### src/rtl/p_operand_fetch_if.sv
// Bundle of request, register-file read, writeback-observe and operand
// output signals for the PSIMD operand fetch block.
// slave  : the fetch block itself.
// master : the surrounding decode / register file / execution side.
interface p_operand_fetch_if #(
   parameter int REG_WIDTH = 64,
   parameter int OP_WIDTH  = 6
);
   // decode request
   logic                   req_valid;
   logic                   req_ready;
   logic [4:0]             req_rs1;
   logic [4:0]             req_rs2;
   logic [4:0]             req_rs3;
   logic [4:0]             req_rd;
   logic                   req_pair;
   logic [OP_WIDTH-1:0]    req_op;
   // register-file read ports
   logic [4:0]             rs1_address;
   logic [4:0]             rs2_address;
   logic [4:0]             rs3_address;
   logic [REG_WIDTH-1:0]   data1;
   logic [REG_WIDTH-1:0]   data2;
   logic [REG_WIDTH-1:0]   data3;
   // register-file write side, observed only
   logic                   wb_enable;
   logic [4:0]             wb_address;
   // operand output to execution
   logic                   op_valid;
   logic                   op_ready;
   logic [2*REG_WIDTH-1:0] op_a;
   logic [2*REG_WIDTH-1:0] op_b;
   logic [2*REG_WIDTH-1:0] op_c;
   logic [4:0]             op_rd;
   logic [OP_WIDTH-1:0]    op_op;

   modport slave (
      input  req_valid, req_rs1, req_rs2, req_rs3, req_rd, req_pair, req_op,
      input  data1, data2, data3, wb_enable, wb_address, op_ready,
      output req_ready, rs1_address, rs2_address, rs3_address,
      output op_valid, op_a, op_b, op_c, op_rd, op_op
   );

   modport master (
      output req_valid, req_rs1, req_rs2, req_rs3, req_rd, req_pair, req_op,
      output data1, data2, data3, wb_enable, wb_address, op_ready,
      input  req_ready, rs1_address, rs2_address, rs3_address,
      input  op_valid, op_a, op_b, op_c, op_rd, op_op
   );
endinterface

### src/rtl/p_operand_fetch.sv
// PSIMD operand fetch: sequences register-file reads for one instruction at
// a time, reading 128-bit pair sources as rs (low) then rs+1 (high), and
// presents up to three assembled operands under valid/ready.
// Optional macro PSIMD_SCOREBOARD_EN enables the busy scoreboard and the
// read-after-write / write-after-write stall in FETCH_LO.
// rst_n is active-high and synchronous (historical name).
module p_operand_fetch #(
   parameter int REG_WIDTH = 64,
   parameter int OP_WIDTH  = 6
) (
   input logic             clk,
   input logic             rst_n,
   p_operand_fetch_if.slave bus
);

   typedef enum logic [1:0] {IDLE, FETCH_LO, FETCH_HI, OUT} state_t;

   state_t                 state;
   logic                   req_ready_q;
   logic                   op_valid_q;
   logic [4:0]             rs1_q, rs2_q, rs3_q, rd_q;
   logic                   pair_q;
   logic [OP_WIDTH-1:0]    op_q;
   logic [2*REG_WIDTH-1:0] a_q, b_q, c_q;
   logic                   hazard;

   // High-half address of a pair; register 31 has no partner, so the
   // address stays at 31 instead of wrapping to 0.
   function automatic logic [4:0] hi_addr(input logic [4:0] rs);
      return (rs == 5'd31) ? rs : rs + 5'd1;
   endfunction

   // High-half read data; forced to zero when the pair base is 31.
   function automatic logic [REG_WIDTH-1:0] hi_data(input logic [4:0] rs,
                                                    input logic [REG_WIDTH-1:0] d);
      return (rs == 5'd31) ? '0 : d;
   endfunction

`ifdef PSIMD_SCOREBOARD_EN
   logic [31:0] busy;
   logic [31:0] busy_set;
   logic [31:0] busy_clr;

   // Mask covering idx and, unless idx is 31, idx+1.
   function automatic logic [31:0] pair_mask(input logic [4:0] idx, input logic with_hi);
      logic [31:0] m;
      m = 32'd1 << idx;
      if (with_hi && idx != 5'd31) m = m | (32'd1 << (idx + 5'd1));
      return m;
   endfunction

   // Hazard against registered busy: sources (plus partners for pairs) and
   // the destination pair.
   always_comb begin
      hazard = |(busy & (pair_mask(rs1_q, pair_q) | pair_mask(rs2_q, pair_q) |
                         pair_mask(rs3_q, pair_q) | pair_mask(rd_q, 1'b1)));
   end

   // Set on issue handshake, clear on writeback.
   always_comb begin
      busy_set = '0;
      busy_clr = '0;
      if (state == OUT && bus.op_ready) busy_set = pair_mask(rd_q, 1'b1);
      if (bus.wb_enable) busy_clr = pair_mask(bus.wb_address, 1'b1);
   end

   // Scoreboard register; a set beats a clear on the same bit.
   always_ff @(posedge clk) begin
      if (rst_n) busy <= '0;
      else       busy <= (busy & ~busy_clr) | busy_set;
   end
`else
   logic wb_unused;

   // Ordering is left to software/upstream; writeback is not observed.
   always_comb begin
      hazard    = 1'b0;
      wb_unused = ^{bus.wb_enable, bus.wb_address};
   end
`endif

   // Read addresses follow the state: captured sources in FETCH_LO,
   // their partners in FETCH_HI, zero otherwise.
   always_comb begin
      bus.rs1_address = 5'd0;
      bus.rs2_address = 5'd0;
      bus.rs3_address = 5'd0;
      if (state == FETCH_LO) begin
         bus.rs1_address = rs1_q;
         bus.rs2_address = rs2_q;
         bus.rs3_address = rs3_q;
      end else if (state == FETCH_HI) begin
         bus.rs1_address = hi_addr(rs1_q);
         bus.rs2_address = hi_addr(rs2_q);
         bus.rs3_address = hi_addr(rs3_q);
      end
   end

   // Fetch sequencer with registered handshake outputs and operand assembly.
   always_ff @(posedge clk) begin
      if (rst_n) begin
         state       <= IDLE;
         req_ready_q <= 1'b1;
         op_valid_q  <= 1'b0;
         rs1_q       <= '0;
         rs2_q       <= '0;
         rs3_q       <= '0;
         rd_q        <= '0;
         pair_q      <= 1'b0;
         op_q        <= '0;
         a_q         <= '0;
         b_q         <= '0;
         c_q         <= '0;
      end else begin
         case (state)
            IDLE: begin
               if (bus.req_valid) begin
                  rs1_q       <= bus.req_rs1;
                  rs2_q       <= bus.req_rs2;
                  rs3_q       <= bus.req_rs3;
                  rd_q        <= bus.req_rd;
                  pair_q      <= bus.req_pair;
                  op_q        <= bus.req_op;
                  req_ready_q <= 1'b0;
                  state       <= FETCH_LO;
               end
            end
            FETCH_LO: begin
               if (!hazard) begin
                  a_q[REG_WIDTH-1:0] <= bus.data1;
                  b_q[REG_WIDTH-1:0] <= bus.data2;
                  c_q[REG_WIDTH-1:0] <= bus.data3;
                  if (pair_q) begin
                     state <= FETCH_HI;
                  end else begin
                     a_q[2*REG_WIDTH-1:REG_WIDTH] <= '0;
                     b_q[2*REG_WIDTH-1:REG_WIDTH] <= '0;
                     c_q[2*REG_WIDTH-1:REG_WIDTH] <= '0;
                     op_valid_q <= 1'b1;
                     state      <= OUT;
                  end
               end
            end
            FETCH_HI: begin
               a_q[2*REG_WIDTH-1:REG_WIDTH] <= hi_data(rs1_q, bus.data1);
               b_q[2*REG_WIDTH-1:REG_WIDTH] <= hi_data(rs2_q, bus.data2);
               c_q[2*REG_WIDTH-1:REG_WIDTH] <= hi_data(rs3_q, bus.data3);
               op_valid_q <= 1'b1;
               state      <= OUT;
            end
            OUT: begin
               if (bus.op_ready) begin
                  op_valid_q  <= 1'b0;
                  req_ready_q <= 1'b1;
                  state       <= IDLE;
               end
            end
            default: begin
               op_valid_q  <= 1'b0;
               req_ready_q <= 1'b1;
               state       <= IDLE;
            end
         endcase
      end
   end

   // Output port wiring.
   always_comb begin
      bus.req_ready = req_ready_q;
      bus.op_valid  = op_valid_q;
      bus.op_a      = a_q;
      bus.op_b      = b_q;
      bus.op_c      = c_q;
      bus.op_rd     = rd_q;
      bus.op_op     = op_q;
   end

endmodule

### src/flat_wrapper.sv
// flat-port wrapper written by rule: the top's interface ports become plain ports
module p_operand_fetch_flat 
#(
   parameter int REG_WIDTH = 64,
   parameter int OP_WIDTH  = 6
)
  (clk, rst_n, bus_req_valid, bus_req_rs1, bus_req_rs2, bus_req_rs3, bus_req_rd, bus_req_pair, bus_req_op, bus_data1, bus_data2, bus_data3, bus_wb_enable, bus_wb_address, bus_op_ready, bus_req_ready, bus_rs1_address, bus_rs2_address, bus_rs3_address, bus_op_valid, bus_op_a, bus_op_b, bus_op_c, bus_op_rd, bus_op_op);
  p_operand_fetch_if #(.REG_WIDTH(REG_WIDTH), .OP_WIDTH(OP_WIDTH)) bus_i ();
  input logic clk;
  input logic rst_n;
  input wire logic [$bits(bus_i.req_valid)-1:0] bus_req_valid;
  input wire logic [$bits(bus_i.req_rs1)-1:0] bus_req_rs1;
  input wire logic [$bits(bus_i.req_rs2)-1:0] bus_req_rs2;
  input wire logic [$bits(bus_i.req_rs3)-1:0] bus_req_rs3;
  input wire logic [$bits(bus_i.req_rd)-1:0] bus_req_rd;
  input wire logic [$bits(bus_i.req_pair)-1:0] bus_req_pair;
  input wire logic [$bits(bus_i.req_op)-1:0] bus_req_op;
  input wire logic [$bits(bus_i.data1)-1:0] bus_data1;
  input wire logic [$bits(bus_i.data2)-1:0] bus_data2;
  input wire logic [$bits(bus_i.data3)-1:0] bus_data3;
  input wire logic [$bits(bus_i.wb_enable)-1:0] bus_wb_enable;
  input wire logic [$bits(bus_i.wb_address)-1:0] bus_wb_address;
  input wire logic [$bits(bus_i.op_ready)-1:0] bus_op_ready;
  output wire logic [$bits(bus_i.req_ready)-1:0] bus_req_ready;
  output wire logic [$bits(bus_i.rs1_address)-1:0] bus_rs1_address;
  output wire logic [$bits(bus_i.rs2_address)-1:0] bus_rs2_address;
  output wire logic [$bits(bus_i.rs3_address)-1:0] bus_rs3_address;
  output wire logic [$bits(bus_i.op_valid)-1:0] bus_op_valid;
  output wire logic [$bits(bus_i.op_a)-1:0] bus_op_a;
  output wire logic [$bits(bus_i.op_b)-1:0] bus_op_b;
  output wire logic [$bits(bus_i.op_c)-1:0] bus_op_c;
  output wire logic [$bits(bus_i.op_rd)-1:0] bus_op_rd;
  output wire logic [$bits(bus_i.op_op)-1:0] bus_op_op;
  assign bus_i.req_valid = bus_req_valid;
  assign bus_i.req_rs1 = bus_req_rs1;
  assign bus_i.req_rs2 = bus_req_rs2;
  assign bus_i.req_rs3 = bus_req_rs3;
  assign bus_i.req_rd = bus_req_rd;
  assign bus_i.req_pair = bus_req_pair;
  assign bus_i.req_op = bus_req_op;
  assign bus_i.data1 = bus_data1;
  assign bus_i.data2 = bus_data2;
  assign bus_i.data3 = bus_data3;
  assign bus_i.wb_enable = bus_wb_enable;
  assign bus_i.wb_address = bus_wb_address;
  assign bus_i.op_ready = bus_op_ready;
  assign bus_req_ready = bus_i.req_ready;
  assign bus_rs1_address = bus_i.rs1_address;
  assign bus_rs2_address = bus_i.rs2_address;
  assign bus_rs3_address = bus_i.rs3_address;
  assign bus_op_valid = bus_i.op_valid;
  assign bus_op_a = bus_i.op_a;
  assign bus_op_b = bus_i.op_b;
  assign bus_op_c = bus_i.op_c;
  assign bus_op_rd = bus_i.op_rd;
  assign bus_op_op = bus_i.op_op;
  p_operand_fetch #(.REG_WIDTH(REG_WIDTH), .OP_WIDTH(OP_WIDTH)) u_core (.clk(clk), .rst_n(rst_n), .bus(bus_i));
endmodule
### config.mk
export PLATFORM = sky130hd
export DESIGN_NAME = p_operand_fetch_flat
export DESIGN_NICKNAME = d
export VERILOG_FILES = /design/src/rtl/p_operand_fetch_if.sv /design/src/rtl/p_operand_fetch.sv /design/src/flat_wrapper.sv
export SDC_FILE = /design/constraint.sdc
export NUM_CORES = 1
export LEC_CHECK = 0
export CAP_MARGIN = 20
export CORE_AREA = 8 8 243 245
export DETAILED_ROUTE_END_ITERATION = 10
export DIE_AREA = 0 0 251 253
export DONT_BUFFER_PORTS = 1
export GPL_ROUTABILITY_DRIVEN = 0
export PLACE_DENSITY_LB_ADDON = 0.12
export SYNTH_ARGS = -nofsm -noshare
export SYNTH_HDL_FRONTEND = slang
export SYNTH_SLANG_ARGS = --single-unit
### constraint.sdc
create_clock -name clk -period 4.9 [get_ports clk]
set_input_delay 0.98 -clock clk [delete_from_list [all_inputs] [get_ports clk]]
set_output_delay 0.98 -clock clk [all_outputs]
set_load 0.005 [all_outputs]
---- After elaboration in Yosys (flattened, before gate mapping) ----
Cells that the tools add are included.
storage, ports and cells
  bits in registers ....................... 415
  bits in latches ......................... 0
  memory bits (writable) .................. 0
  ROM bits ................................ 0
  bits of input ports ..................... 229
  output and inout port bits .............. 412
  logic and storage cells ................. 62
  memories kept ........................... 0
cells by class
  add/sub/neg operators ................... 3
  multipliers ............................. 0
  divide/modulo/power cells ............... 0
  $lt $le $gt $ge ......................... 0
  equality and inequality tests ........... 9
  shift-type cells ........................ 0
  mux-type cells .......................... 26
  bitwise operators ....................... 0
  reductions and logical operators ........ 9
operators by type and width
  operator               number
  $pmux W64 S2           3
  $mux W64               4
  $mux W5                9
  $add A5 B1 Y5 const B  3
  $eq A5 B5 Y1 const B   3
  $pmux W2 S4            1
  $ne A2 B2 Y1 const B   3
  $reduce_and A2 Y1      3
  $reduce_and A3 Y1      2
  $mux W1                5
  $eq A2 B2 Y1 const B   2
  $mux W2                2
  $reduce_bool A2 Y1     2
  $pmux W1 S3            1
  $reduce_bool A3 Y1     1
  $eq A2 B1 Y1 const B   1
  $logic_not A2 Y1       1
  $pmux W1 S2            1

---- Depth between registers and ports, before layout ----
Gate-level depths: netlist of the first run.
  depth after elaboration ................. 4
  depth in mapped cells ................... 8
  gate-level depth less buffers ........... 5

---- Worst setup path before layout of the first run ----
Ideal clock, no wire load.
  path kind ............................... reg-to-output
  from .................................... register u_core.state[1]
  to ...................................... output bus_rs1_address[3]
  arrival ................................. 1.371 ns
  data required time ...................... 3.920 ns
  slack ................................... 2.549 ns
  stages on the path, launching flop included .. 8
  path buffers ............................ 3
  cell sequence ........................... dfxtp_1 > inv_1 > ha_1 > buf_4 > buf_2 > buf_2 > a22oi_1 > nand3_1
between the ends
  word-level cells in the longest chain between the ends .. 3
  elaborated cells between the ends (all ways) .. 4
  those cells by class .................... eq/ne: 2; mux: 2
RTL lines
  item                    line                    RTL
  from (decl)             p_operand_fetch.sv:18   state_t state;
  from (signal assigned)  p_operand_fetch.sv:102  state <= IDLE;
  from (signal assigned)  p_operand_fetch.sv:125  state <= FETCH_LO;
  from (signal assigned)  p_operand_fetch.sv:134  state <= FETCH_HI;
  $eq A2 B2 Y1            p_operand_fetch.sv:92   end else if (state == FETCH_HI) begin
  $mux W5                 p_operand_fetch.sv:92
  $mux W5 *               p_operand_fetch.sv:88   if (state == FETCH_LO) begin
  to (decl)               flat_wrapper.sv:25      output wire logic [$bits(bus_i.rs1_address)-1:0] bus_rs1_address;
Mark *: on every way between the ends. The rest lies on a longest branch, timed or not.

---- Worst setup path in the final report of the first run ----
  from .................................... register u_core.state[1]
  to ...................................... output bus_rs3_address[4]
between the ends
  word-level cells in the longest chain between the ends .. 3
  elaborated cells between the ends (all ways) .. 4
  those cells by class .................... eq/ne: 2; mux: 2
RTL lines
  item          line                   RTL
  $eq A2 B2 Y1  p_operand_fetch.sv:92
  $mux W5       p_operand_fetch.sv:92
  $mux W5 *     p_operand_fetch.sv:88
  to (decl)     flat_wrapper.sv:27     output wire logic [$bits(bus_i.rs3_address)-1:0] bus_rs3_address;
Marks and branches as above.

==> impl_metrics.py, run 1 <==
metrics = {
    "setup_path": {
        "r2r_cells": 6,
        "path_cells": "inv_1 -> ha_4 -> clkinv_1 -> a41oi_1 -> nor2_1",
        "r2r-start": "u_core.state[1]$_SDFFE_PP0P_",
        "r2r_slack_ns": 1.97,
        "worstPathRequired_ns": 3.92,
        "cp_slowest_stage_delay_ns": 0.71,
        "worstPathArrival_ns": 2.89,
        "crit_path_max_fanout": 48,
        "r2r-end": "u_core.bus.op_b[88]$_SDFFE_PP0P_",
        "worstSetupPathType": "flop to output port",
        "endpoint_kind": "output port",
        "start_kind": "flop",
        "crit_slowest_cell": "ha_4",
    },
    "logic_synthesis": {
        "synthesis.nets": 1948,
        "async_reset_ff_share_pct": 0,
        "synth.top_cell.area_share_pct": 53.5,
        "synth.largest_area_cell": "dfxtp_1",
        "yosys.cell_types.count": 28,
        "avgSynthCellArea_um2": 9.08,
        "synthTopCellsByArea": "dfxtp_1, nand3_1, mux2i_1, a21oi_1, nor2_1",
        "ys_ff_latch": 415,
        "syn_area_um2": 15500,
        "syn_inst": 1711,
        "synth_edf_count": 0,
        "ys_warn_count": 0,
        "yosysSeqAreaShare_pct": 53.5,
        "ys.flop_type": "dfxtp_1",
    },
    "die": {
        "coreArea_um2": 55500,
        "fp.dieW_um": 251,
        "io_pins": 641,
        "fp.dieH_um": 253,
        "dieArea_um2": 63500,
        "start_util_pct": 28.0,
        "rows": 87,
    },
    "hold_path": {
        "hold_depth": 2,
        "min-delay-start": "u_core.bus.op_op[3]$_SDFFE_PP0P_",
        "min_path_type": "flop to flop",
        "hold_end": "u_core.bus.op_op[3]$_SDFFE_PP0P_",
    },
    "global_routing": {
        "grt_remaining_overflow": 0,
        "grt_usage_pct": 17.3,
        "grt_pass1_vias": 11800,
        "grt_pass1_wl_mm": 84.7,
        "antenna_found_initial": 6,
        "grt_start_max_net_pins": 416,
    },
    "sta": {
        "worst-slew-pin-transition_ns": 0.971,
        "fin_setup_tns_ns": 0,
        "fin_crit_sh_pct": 78.9,
        "max_freq_mhz": 259,
        "setup_slack_ns": 1.03,
        "rsz0062_at_grt": "false",
        "final.min_clock_period_ns": 3.87,
        "setup_viol": 0,
        "worst_slew_margin_rel_pct": 35.2,
        "finalHoldViolCount": 0,
        "skew_ns": 0.0144,
        "slew_viol_final": 0,
    },
    "power_and_ir_drop": {
        "p_per_area_nw_per_um2": 670,
        "leakage_nw": 6.08,
        "vdd_drop_max_mv": 0.492,
    },
    "clock_tree": {
        "cts_resized": 0,
        "postCtsSetupRepairBufs": 0,
        "cts_inserted_buffers": 47,
        "clock-sinks": 415,
        "htree_levels": 2,
        "cts_max_path_buffers": 3,
        "clk_latency_ns": 0.56,
        "clkTransAtPathRegs_ns": 0.06,
        "cts-root-buf": "clkbuf_16",
        "cts_tree": "built",
        "postCtsHoldBufs": 0,
    },
    "route": {
        "wl_per_cell_um": 24.9,
        "dr.pass1.iters": 5,
        "totalWireLength_mm": 58.9,
        "drt_iter0_markers": 678,
        "via_per_inst": 5.12,
        "antenna_left": 0,
        "route.detailed.drc": 0,
        "num_vias": 12100,
    },
    "layout": {
        "area_growth_pct": 12.8,
        "multi_input_area_um2": 6450,
        "fin_nets": 1854,
        "final_common_cell": "dfxtp_1",
        "regArea_um2": 8310,
        "layout-drive-gt1-share_pct": 5.93,
        "nFillCells": 5826,
        "stdcell_area_um2": 17500,
        "final_cell_mix": "dfxtp_1, nand3_1, a21oi_1",
    },
    "status": {
        "status": "complete, no violations",
    },
    "placement": {
        "dp_hpwl_mm": 39.7,
        "postPlaceCellArea_um2": 15900,
        "portBuffers": 0,
        "place_ws_ns": 1.48,
    },
    "flow_run": {
        "cap_violations": 0,
    },
}
-- registers in the layout, indices dropped and copies added (netlist names) --
name                  count
u_core.state              2
u_core.bus.req_ready      1
u_core.rs3_q              5
u_core.bus.op_rd          5
u_core.pair_q             1
u_core.bus.op_op          6
u_core.rs2_q              5
u_core.rs1_q              5
u_core.bus.op_c         128
u_core.bus.op_a         128
u_core.bus.op_valid       1
u_core.bus.op_b         128
-- routing by layer --
metal / track usage [%] / wire length [um] / share of wire, %
met5: 0 / 49 / 0.083
met4: 5.90 / 1760 / 3.0
met3: 10.6 / 8340 / 14
met2: 28.3 / 28000 / 48
met1: 18.3 / 20700 / 35
-- synthesized netlist by cell type, types with 4 or more instances --
master and number:
a21oi_1 233, buf_1 9, buf_2 86, buf_4 14, clkbuf_1 50, dfxtp_1 415
ha_1 8, inv_1 10, mux2i_1 192, nand2_1 59, nand2b_1 4, nand3_1 400
nor2_1 197, o21ai_0 7
-- power breakdown --
part	leakage (nW)	switching, mW	total, mW	internal [mW]
Combinational	1.90	1.98	3.17	1.19
Clock	0.795	1.44	3.69	2.25
Sequential	3.38	0.756	4.88	4.13
-- critical path, delay by kind of cell (launching register included) --
family	cells	cell delay, ns
adder cells (fa/ha/maj)	1	0.71
AND/OR/NAND/NOR	1	0.17
AO/OA/AOI/OAI	1	0.41
buffers and inverters	2	0.68
flip-flops	1	0.33
-- kinds of logic (layout without fill, tap and decap cells) --
| group | count (synthesis) | count (layout) | synth area share (%) |
|---|---|---|---|
| multiplexers | 192 | 192 | 12.4 |
| flip-flops | 415 | 415 | 53.5 |
| other | 0 | 2 | 0 |
| AND/OR/NAND/NOR | 672 | 672 | 19.8 |
| buffers and inverters | 170 | 113 | 5.14 |
| adder cells (fa/ha/maj) | 8 | 8 | 0.644 |
| AO/OA/AOI/OAI | 254 | 254 | 8.56 |
-- per-stage QoR --
stage	instances	utilization [%]	power [mW]	hold WS, ns
after floorplan	1711	-	7.24	0.453
after detailed placement	2280	28.6	8.23	0.474
after global routing	2368	31.6	12.5	0.477
after CTS	2366	31.6	12.0	0.468
after global placement	2279	28.6	8.18	0.469
final	2368	31.6	11.7	0.482
-- final cells by class --
cell class	instances	area share (%)
Antenna cell	2	0.0286
Clock buffer	74	8.33
Clock inverter	12	0.978
Inverter	11	0.236
Multi-Input combinational cell	1126	36.8
Sequential cell	415	47.4
Tap cell	712	5.08
Timing Repair Buffer	16	1.09
-- worst max-delay path by stage --
stage                                    end  slack (ns)  depth (start not counted)                          from
after global placement    bus_rs3_address[4]        1.50                          5  u_core.state[1]$_SDFFE_PP0P_
after CTS                 bus_rs3_address[4]        0.85                          5  u_core.state[1]$_SDFFE_PP0P_
after global routing      bus_rs3_address[4]        0.71                          5  u_core.state[1]$_SDFFE_PP0P_
final                     bus_rs3_address[4]        1.03                          5  u_core.state[1]$_SDFFE_PP0P_
after floorplan           bus_rs1_address[3]        2.55                          7  u_core.state[1]$_SDFFE_PP0P_
after detailed placement  bus_rs3_address[4]        1.48                          5  u_core.state[1]$_SDFFE_PP0P_
Note: power is estimated with default switching activity, not from simulation.
==> run 2: changes to the inputs <==
--- a/config.mk
+++ b/config.mk
@@ -6,9 +6,9 @@
 export NUM_CORES = 1
 export LEC_CHECK = 0
 export CAP_MARGIN = 20
-export CORE_AREA = 8 8 243 245
+export CORE_AREA = 8 8 240 242
 export DETAILED_ROUTE_END_ITERATION = 10
-export DIE_AREA = 0 0 251 253
+export DIE_AREA = 0 0 248 250
 export DONT_BUFFER_PORTS = 1
 export GPL_ROUTABILITY_DRIVEN = 0
 export PLACE_DENSITY_LB_ADDON = 0.12
==> constraint.sdc (replaced) <==
create_clock -name clk -period 3.9 [get_ports clk]
set_input_delay 0.78 -clock clk [delete_from_list [all_inputs] [get_ports clk]]
set_output_delay 0.78 -clock clk [all_outputs]
set_load 0.005 [all_outputs]
==> impl_metrics.py, run 2 (synthesis results as in run 1) <==
metrics = {
    "setup_path": {
        "worstPathArrival_ns": 2.44,
        "r2r-end": "u_core.bus.op_valid$_SDFFE_PP0P_",
        "path_cells": "inv_1 -> ha_1 -> buf_4 -> nor2b_1 -> nand3_1 -> o21ai_0",
        "start_kind": "flop",
        "worstPathRequired_ns": 3.12,
        "crit_start": "u_core.state[0]$_SDFFE_PP0P_",
        "endpoint": "bus_rs1_address[0]",
        "endpoint_kind": "output port",
        "cp_slowest_stage_delay_ns": 0.56,
        "worstSetupPathType": "flop to output port",
        "r2r-start": "u_core.state[1]$_SDFFE_PP0P_",
        "r2r_cells": 6,
        "r2r_slack_ns": 0.96,
        "crit_slowest_cell": "nor2b_1",
        "crit_path_max_fanout": 14,
    },
    "placement": {
        "dp_cells": 2263,
        "dp_hpwl_mm": 39.9,
        "place_ws_ns": 1.15,
        "portBuffers": 0,
        "postPlaceCellArea_um2": 15900,
    },
    "sta": {
        "setup_slack_ns": 0.678,
        "max_freq_mhz": 310,
        "whs_ns": 0.314,
        "skew_ns": 0.0188,
        "worst_slew_margin_rel_pct": 5.46,
        "slew_viol_final": 0,
        "rsz0062_at_grt": "false",
        "finalHoldViolCount": 0,
        "worst-slew-pin-transition_ns": 1.42,
        "setup_viol": 0,
        "fin_setup_tns_ns": 0,
        "final.min_clock_period_ns": 3.22,
        "fin_crit_sh_pct": 82.6,
    },
    "clock_tree": {
        "postCtsSetupRepairBufs": 0,
        "cts_max_path_buffers": 3,
        "cts_resized": 0,
        "postCtsHoldBufs": 0,
        "clk_latency_ns": 0.57,
        "clock-sinks": 415,
        "clkTransAtPathRegs_ns": 0.06,
        "cts_tree": "built",
        "htree_levels": 2,
        "cts_inserted_buffers": 46,
        "cts-root-buf": "clkbuf_16",
    },
    "power_and_ir_drop": {
        "vdd_drop_max_mv": 0.513,
        "internal_power_mw": 9.28,
        "p_comb_share_pct": 27.7,
        "sw_frac_of_total_pct": 36.0,
        "p_sw_mw": 5.23,
        "power_mw": 14.5,
        "p_per_area_nw_per_um2": 835,
        "power_frac_clock_pct": 30.0,
        "leakage_nw": 6.03,
        "power_frac_seq_pct": 42.3,
    },
    "global_routing": {
        "grt_pass1_wl_mm": 84.4,
        "antenna_found_initial": 8,
        "grt_remaining_overflow": 0,
        "grt_usage_pct": 17.9,
        "grt_pass1_vias": 11800,
        "grt_start_max_net_pins": 416,
    },
    "layout": {
        "fin_util_pct": 32.5,
        "area_growth_pct": 11.9,
        "layout-drive-gt1-share_pct": 5.64,
        "fin_nets": 1852,
        "final_common_cell": "dfxtp_1",
        "stdcell_count": 2349,
        "nFillCells": 5614,
        "final_cell_mix": "dfxtp_1, nand3_1, a21oi_1",
        "stdcell_area_um2": 17400,
    },
    "route": {
        "antenna_left": 0,
        "dr.pass1.iters": 5,
        "drt_iter0_markers": 663,
        "num_vias": 12200,
        "totalWireLength_mm": 59.4,
        "via_per_inst": 5.19,
        "route.detailed.drc": 0,
        "wl_per_cell_um": 25.3,
    },
    "die": {
        "dieArea_um2": 62000,
        "fp.dieH_um": 250,
        "start_util_pct": 29.0,
        "rows": 85,
        "fp.dieW_um": 248,
        "coreArea_um2": 53500,
        "io_pins": 641,
    },
    "status": {
        "status": "complete, no violations",
    },
    "hold_path": {
        "min_path_type": "primary input to flop",
    },
    "flow_run": {
        "cap_violations": 0,
    },
}
## run 2: cell count changes in the layout (fill, tap and decap cells not counted)
cell / before / now
buf_12: 4 / 6
clkinv_2: 4 / 10
inv_6: 1 / 0
buf_4: 11 / 9
bufinv_16: 4 / 2
clkbuf_8: 14 / 8
clkbuf_1: 11 / 12
buf_16: 1 / 0
diode_2: 2 / 3
clkinv_4: 0 / 1
clkinvlp_4: 3 / 1
## run 2: power groups by stage
stage,registers (mW),logic (mW),clock network (mW)
floorplan,5.80,3.30,0
global placement,6.28,4.03,0
detailed placement,6.27,4.09,0
CTS,6.19,4.09,4.51
global route,6.27,4.44,4.67
finish,6.14,4.01,4.35
## run 2: metal layers
layer  track usage, %  part of all wire [%]
met5                0                  0.10
met4             5.97                   3.2
met3             10.5                    14
met2             30.0                    48
met1             18.4                    34
## run 2: worst max-delay path, delay by kind of cell, from the launching register on
| kind | cells | cell delay, ns |
|---|---|---|
| buf+inv | 2 | 0.35 |
| fa+ha+maj | 1 | 0.16 |
| flops | 1 | 0.36 |
| simple gates | 2 | 0.71 |
| compound gates | 1 | 0.28 |
## run 2: how the worst min path moves through the flow
stage	start	endpoint	cells past startpoint
final	rst_n	u_core.bus.op_a[1]$_SDFFE_PP0P_	1
after global routing	rst_n	u_core.bus.op_a[2]$_SDFFE_PP0P_	1
after CTS	rst_n	u_core.bus.op_c[114]$_SDFFE_PP0P_	1
after detailed placement	u_core.bus.op_b[69]$_SDFFE_PP0P_	u_core.bus.op_b[69]$_SDFFE_PP0P_	2
after global placement	u_core.bus.op_a[84]$_SDFFE_PP0P_	u_core.bus.op_a[84]$_SDFFE_PP0P_	2
after floorplan	u_core.bus.op_op[0]$_SDFFE_PP0P_	u_core.bus.op_op[0]$_SDFFE_PP0P_	2
## run 2: final cells by class
| cell class | count | area [um^2] | share of cell area [%] |
|---|---|---|---|
| repair buffers | 15 | 188 | 1.08 |
| multi-input cells | 1126 | 6450 | 37.1 |
| diodes | 3 | 7.51 | 0.0432 |
| clock inverters | 14 | 126 | 0.727 |
| clock buffers | 69 | 1380 | 7.95 |
| flip-flops and latches | 415 | 8310 | 47.8 |
| well taps | 696 | 871 | 5.01 |
| inverters | 11 | 41.3 | 0.238 |
==> run 3: changes to the inputs <==
--- a/config.mk
+++ b/config.mk
@@ -6,9 +6,9 @@
 export NUM_CORES = 1
 export LEC_CHECK = 0
 export CAP_MARGIN = 20
-export CORE_AREA = 8 8 240 242
+export CORE_AREA = 8 8 245 247
 export DETAILED_ROUTE_END_ITERATION = 10
-export DIE_AREA = 0 0 248 250
+export DIE_AREA = 0 0 253 255
 export DONT_BUFFER_PORTS = 1
 export GPL_ROUTABILITY_DRIVEN = 0
 export PLACE_DENSITY_LB_ADDON = 0.12
==> constraint.sdc (replaced) <==
create_clock -name clk -period 2.7 [get_ports clk]
set_input_delay 0.54 -clock clk [delete_from_list [all_inputs] [get_ports clk]]
set_output_delay 0.54 -clock clk [all_outputs]
set_load 0.005 [all_outputs]
==> impl_metrics.py, run 3 (synthesis results as in run 1) <==
metrics = {
    "clock_tree": {
        "cts_tree": "built",
        "clkTransAtPathRegs_ns": 0.06,
        "cts_inserted_buffers": 48,
        "cts_max_path_buffers": 3,
        "clk_latency_ns": 0.58,
        "clock-sinks": 415,
        "cts-root-buf": "clkbuf_16",
        "postCtsHoldBufs": 0,
        "htree_levels": 2,
    },
    "placement": {
        "portBuffers": 0,
        "dp_hpwl_mm": 41.9,
        "place_ws_ns": 0.379,
        "dp_cells": 2342,
        "postPlaceCellArea_um2": 16100,
    },
    "die": {
        "io_pins": 641,
        "fp.dieH_um": 255,
        "dieArea_um2": 64500,
        "fp.dieW_um": 253,
        "coreArea_um2": 56000,
        "rows": 87,
        "start_util_pct": 27.8,
    },
    "sta": {
        "slew_viol_final": 0,
        "fin_crit_sh_pct": 97.0,
        "finalHoldViolCount": 0,
        "rsz0062_at_grt": "true",
        "skew_ns": 0.0164,
        "worst_slew_margin_rel_pct": 41.8,
        "worst-slew-pin-transition_ns": 0.874,
        "setup_slack_ns": 0.0810,
        "setup_viol": 0,
        "final.min_clock_period_ns": 2.62,
        "max_freq_mhz": 382,
    },
    "route": {
        "totalWireLength_mm": 61.0,
        "via_per_inst": 5.10,
        "dr.pass1.iters": 5,
        "num_vias": 12400,
        "wl_per_cell_um": 25.1,
        "drt_iter0_markers": 695,
        "antenna_left": 0,
        "route.detailed.drc": 0,
    },
    "global_routing": {
        "grt_pass1_wl_mm": 86.1,
        "antenna_found_initial": 4,
        "grt_pass1_vias": 12100,
        "grt_usage_pct": 17.4,
        "grt_start_max_net_pins": 416,
        "grt_remaining_overflow": 0,
    },
    "setup_path": {
        "crit_path_max_fanout": 6,
        "worstPathArrival_ns": 2.08,
        "path_cells": "inv_2 -> ha_4 -> buf_6 -> clkinvlp_4 -> or4_4 -> nand3_4",
        "crit_family": "simple AND/OR/NAND/NOR gates",
        "r2r-end": "u_core.bus.op_valid$_SDFFE_PP0P_",
        "r2r_slack_ns": 0.63,
        "worstSetupPathType": "flop to output port",
        "r2r-start": "u_core.state[1]$_SDFFE_PP0P_",
        "endpoint_kind": "output port",
        "cp_slowest_stage_delay_ns": 0.53,
        "worstPathRequired_ns": 2.16,
        "r2r_cells": 5,
        "start_kind": "flop",
        "worstPathBufferInverterCount": 3,
        "crit_slowest_cell": "or4_4",
    },
    "layout": {
        "fin_util_pct": 31.8,
        "stdcell_count": 2430,
        "stdcell_area_um2": 17800,
        "final_common_cell": "dfxtp_1",
        "num_antenna_cells": 0,
        "area_growth_pct": 14.7,
        "fin_nets": 1880,
        "final_cell_mix": "dfxtp_1, nand3_1, a21oi_1",
        "layout-drive-gt1-share_pct": 7.77,
    },
    "power_and_ir_drop": {
        "sw_frac_of_total_pct": 35.8,
        "power_mw": 21.5,
        "internal_power_mw": 13.8,
        "leakage_nw": 6.22,
        "p_sw_mw": 7.69,
        "p_comb_share_pct": 28.4,
        "power_frac_clock_pct": 30.1,
        "power_frac_seq_pct": 41.4,
        "vdd_drop_max_mv": 0.455,
        "p_per_area_nw_per_um2": 1200,
    },
    "flow_run": {
        "cap_violations": 0,
    },
    "hold_path": {
        "min_path_type": "primary input to flop",
        "hold_depth": 1,
        "min-delay-start": "rst_n",
        "hold_end": "u_core.bus.op_a[1]$_SDFFE_PP0P_",
    },
    "status": {
        "status": "complete, no violations",
    },
}
==> run 3: how the worst max path moves through the flow <==
stage                                       from                  to  depth (start not counted)
floorplan           u_core.state[1]$_SDFFE_PP0P_  bus_rs1_address[3]                          7
global placement    u_core.state[1]$_SDFFE_PP0P_  bus_rs3_address[3]                          5
detailed placement  u_core.state[1]$_SDFFE_PP0P_  bus_rs3_address[3]                          5
CTS                 u_core.state[0]$_SDFFE_PP0P_  bus_rs3_address[3]                          6
global route        u_core.state[0]$_SDFFE_PP0P_  bus_rs2_address[3]                          6
finish              u_core.state[0]$_SDFFE_PP0P_  bus_rs2_address[3]                          6
==> run 3: worst register-to-register path, stage by stage, from the launching register on <==
cell and delay (ns):
dfxtp_2 0.34, inv_1 0.16, ha_4 0.32, buf_4 0.67, a21oi_1 0.21, a32o_1 0.26
==> run 3: repair_timing <==
item / in CTS / in global routing
buffers inserted: 0 / 7
endpoints found under the setup margin: 12 / 11
resized for setup: 9 / 17
pin swaps: 1 / 2
endpoints found under the hold margin: 0 / 0
==> run 3: layer usage <==
| metal | global-route usage [%] | vias to the layer above | share of wire (%) |
|---|---|---|---|
| met4 | 4.77 | 8 | 2.4 |
| met3 | 9.43 | 88 | 13 |
| met1 | 18.8 | 5970 | 36 |
| met2 | 29.6 | 514 | 48 |
| met5 | 0 | - | 0.10 |
| li1 | - | 5805 | - |
==> run 3: power groups by stage <==
stage	Sequential [mW]	Combinational, mW	Clock (mW)
after floorplan	8.38	4.77	0
after global placement	9.08	5.95	0
after detailed placement	9.06	6.03	0
after CTS	8.94	6.08	6.68
after global routing	9.08	6.74	6.89
final	8.89	6.10	6.47
==> run 3: layout make-up <==
type,instances,area [um^2]
timing repair buffer,41,437
sequential,415,8310
inverter,11,46.3
clock inverter,6,97.6
multi-input combinational,1126,6530
tap,756,946
fill,5886,38100
clock buffer,75,1460
==> run 3: per-stage QoR <==
stage          setup TNS, ns  hold WS (ns)
2_1_floorplan              0         0.453
3_3_place_gp               0         0.477
3_5_place_dp               0         0.481
4_1_cts               -0.193        0.0230
5_1_grt              -0.0383        0.0286
6_report                   0        0.0852
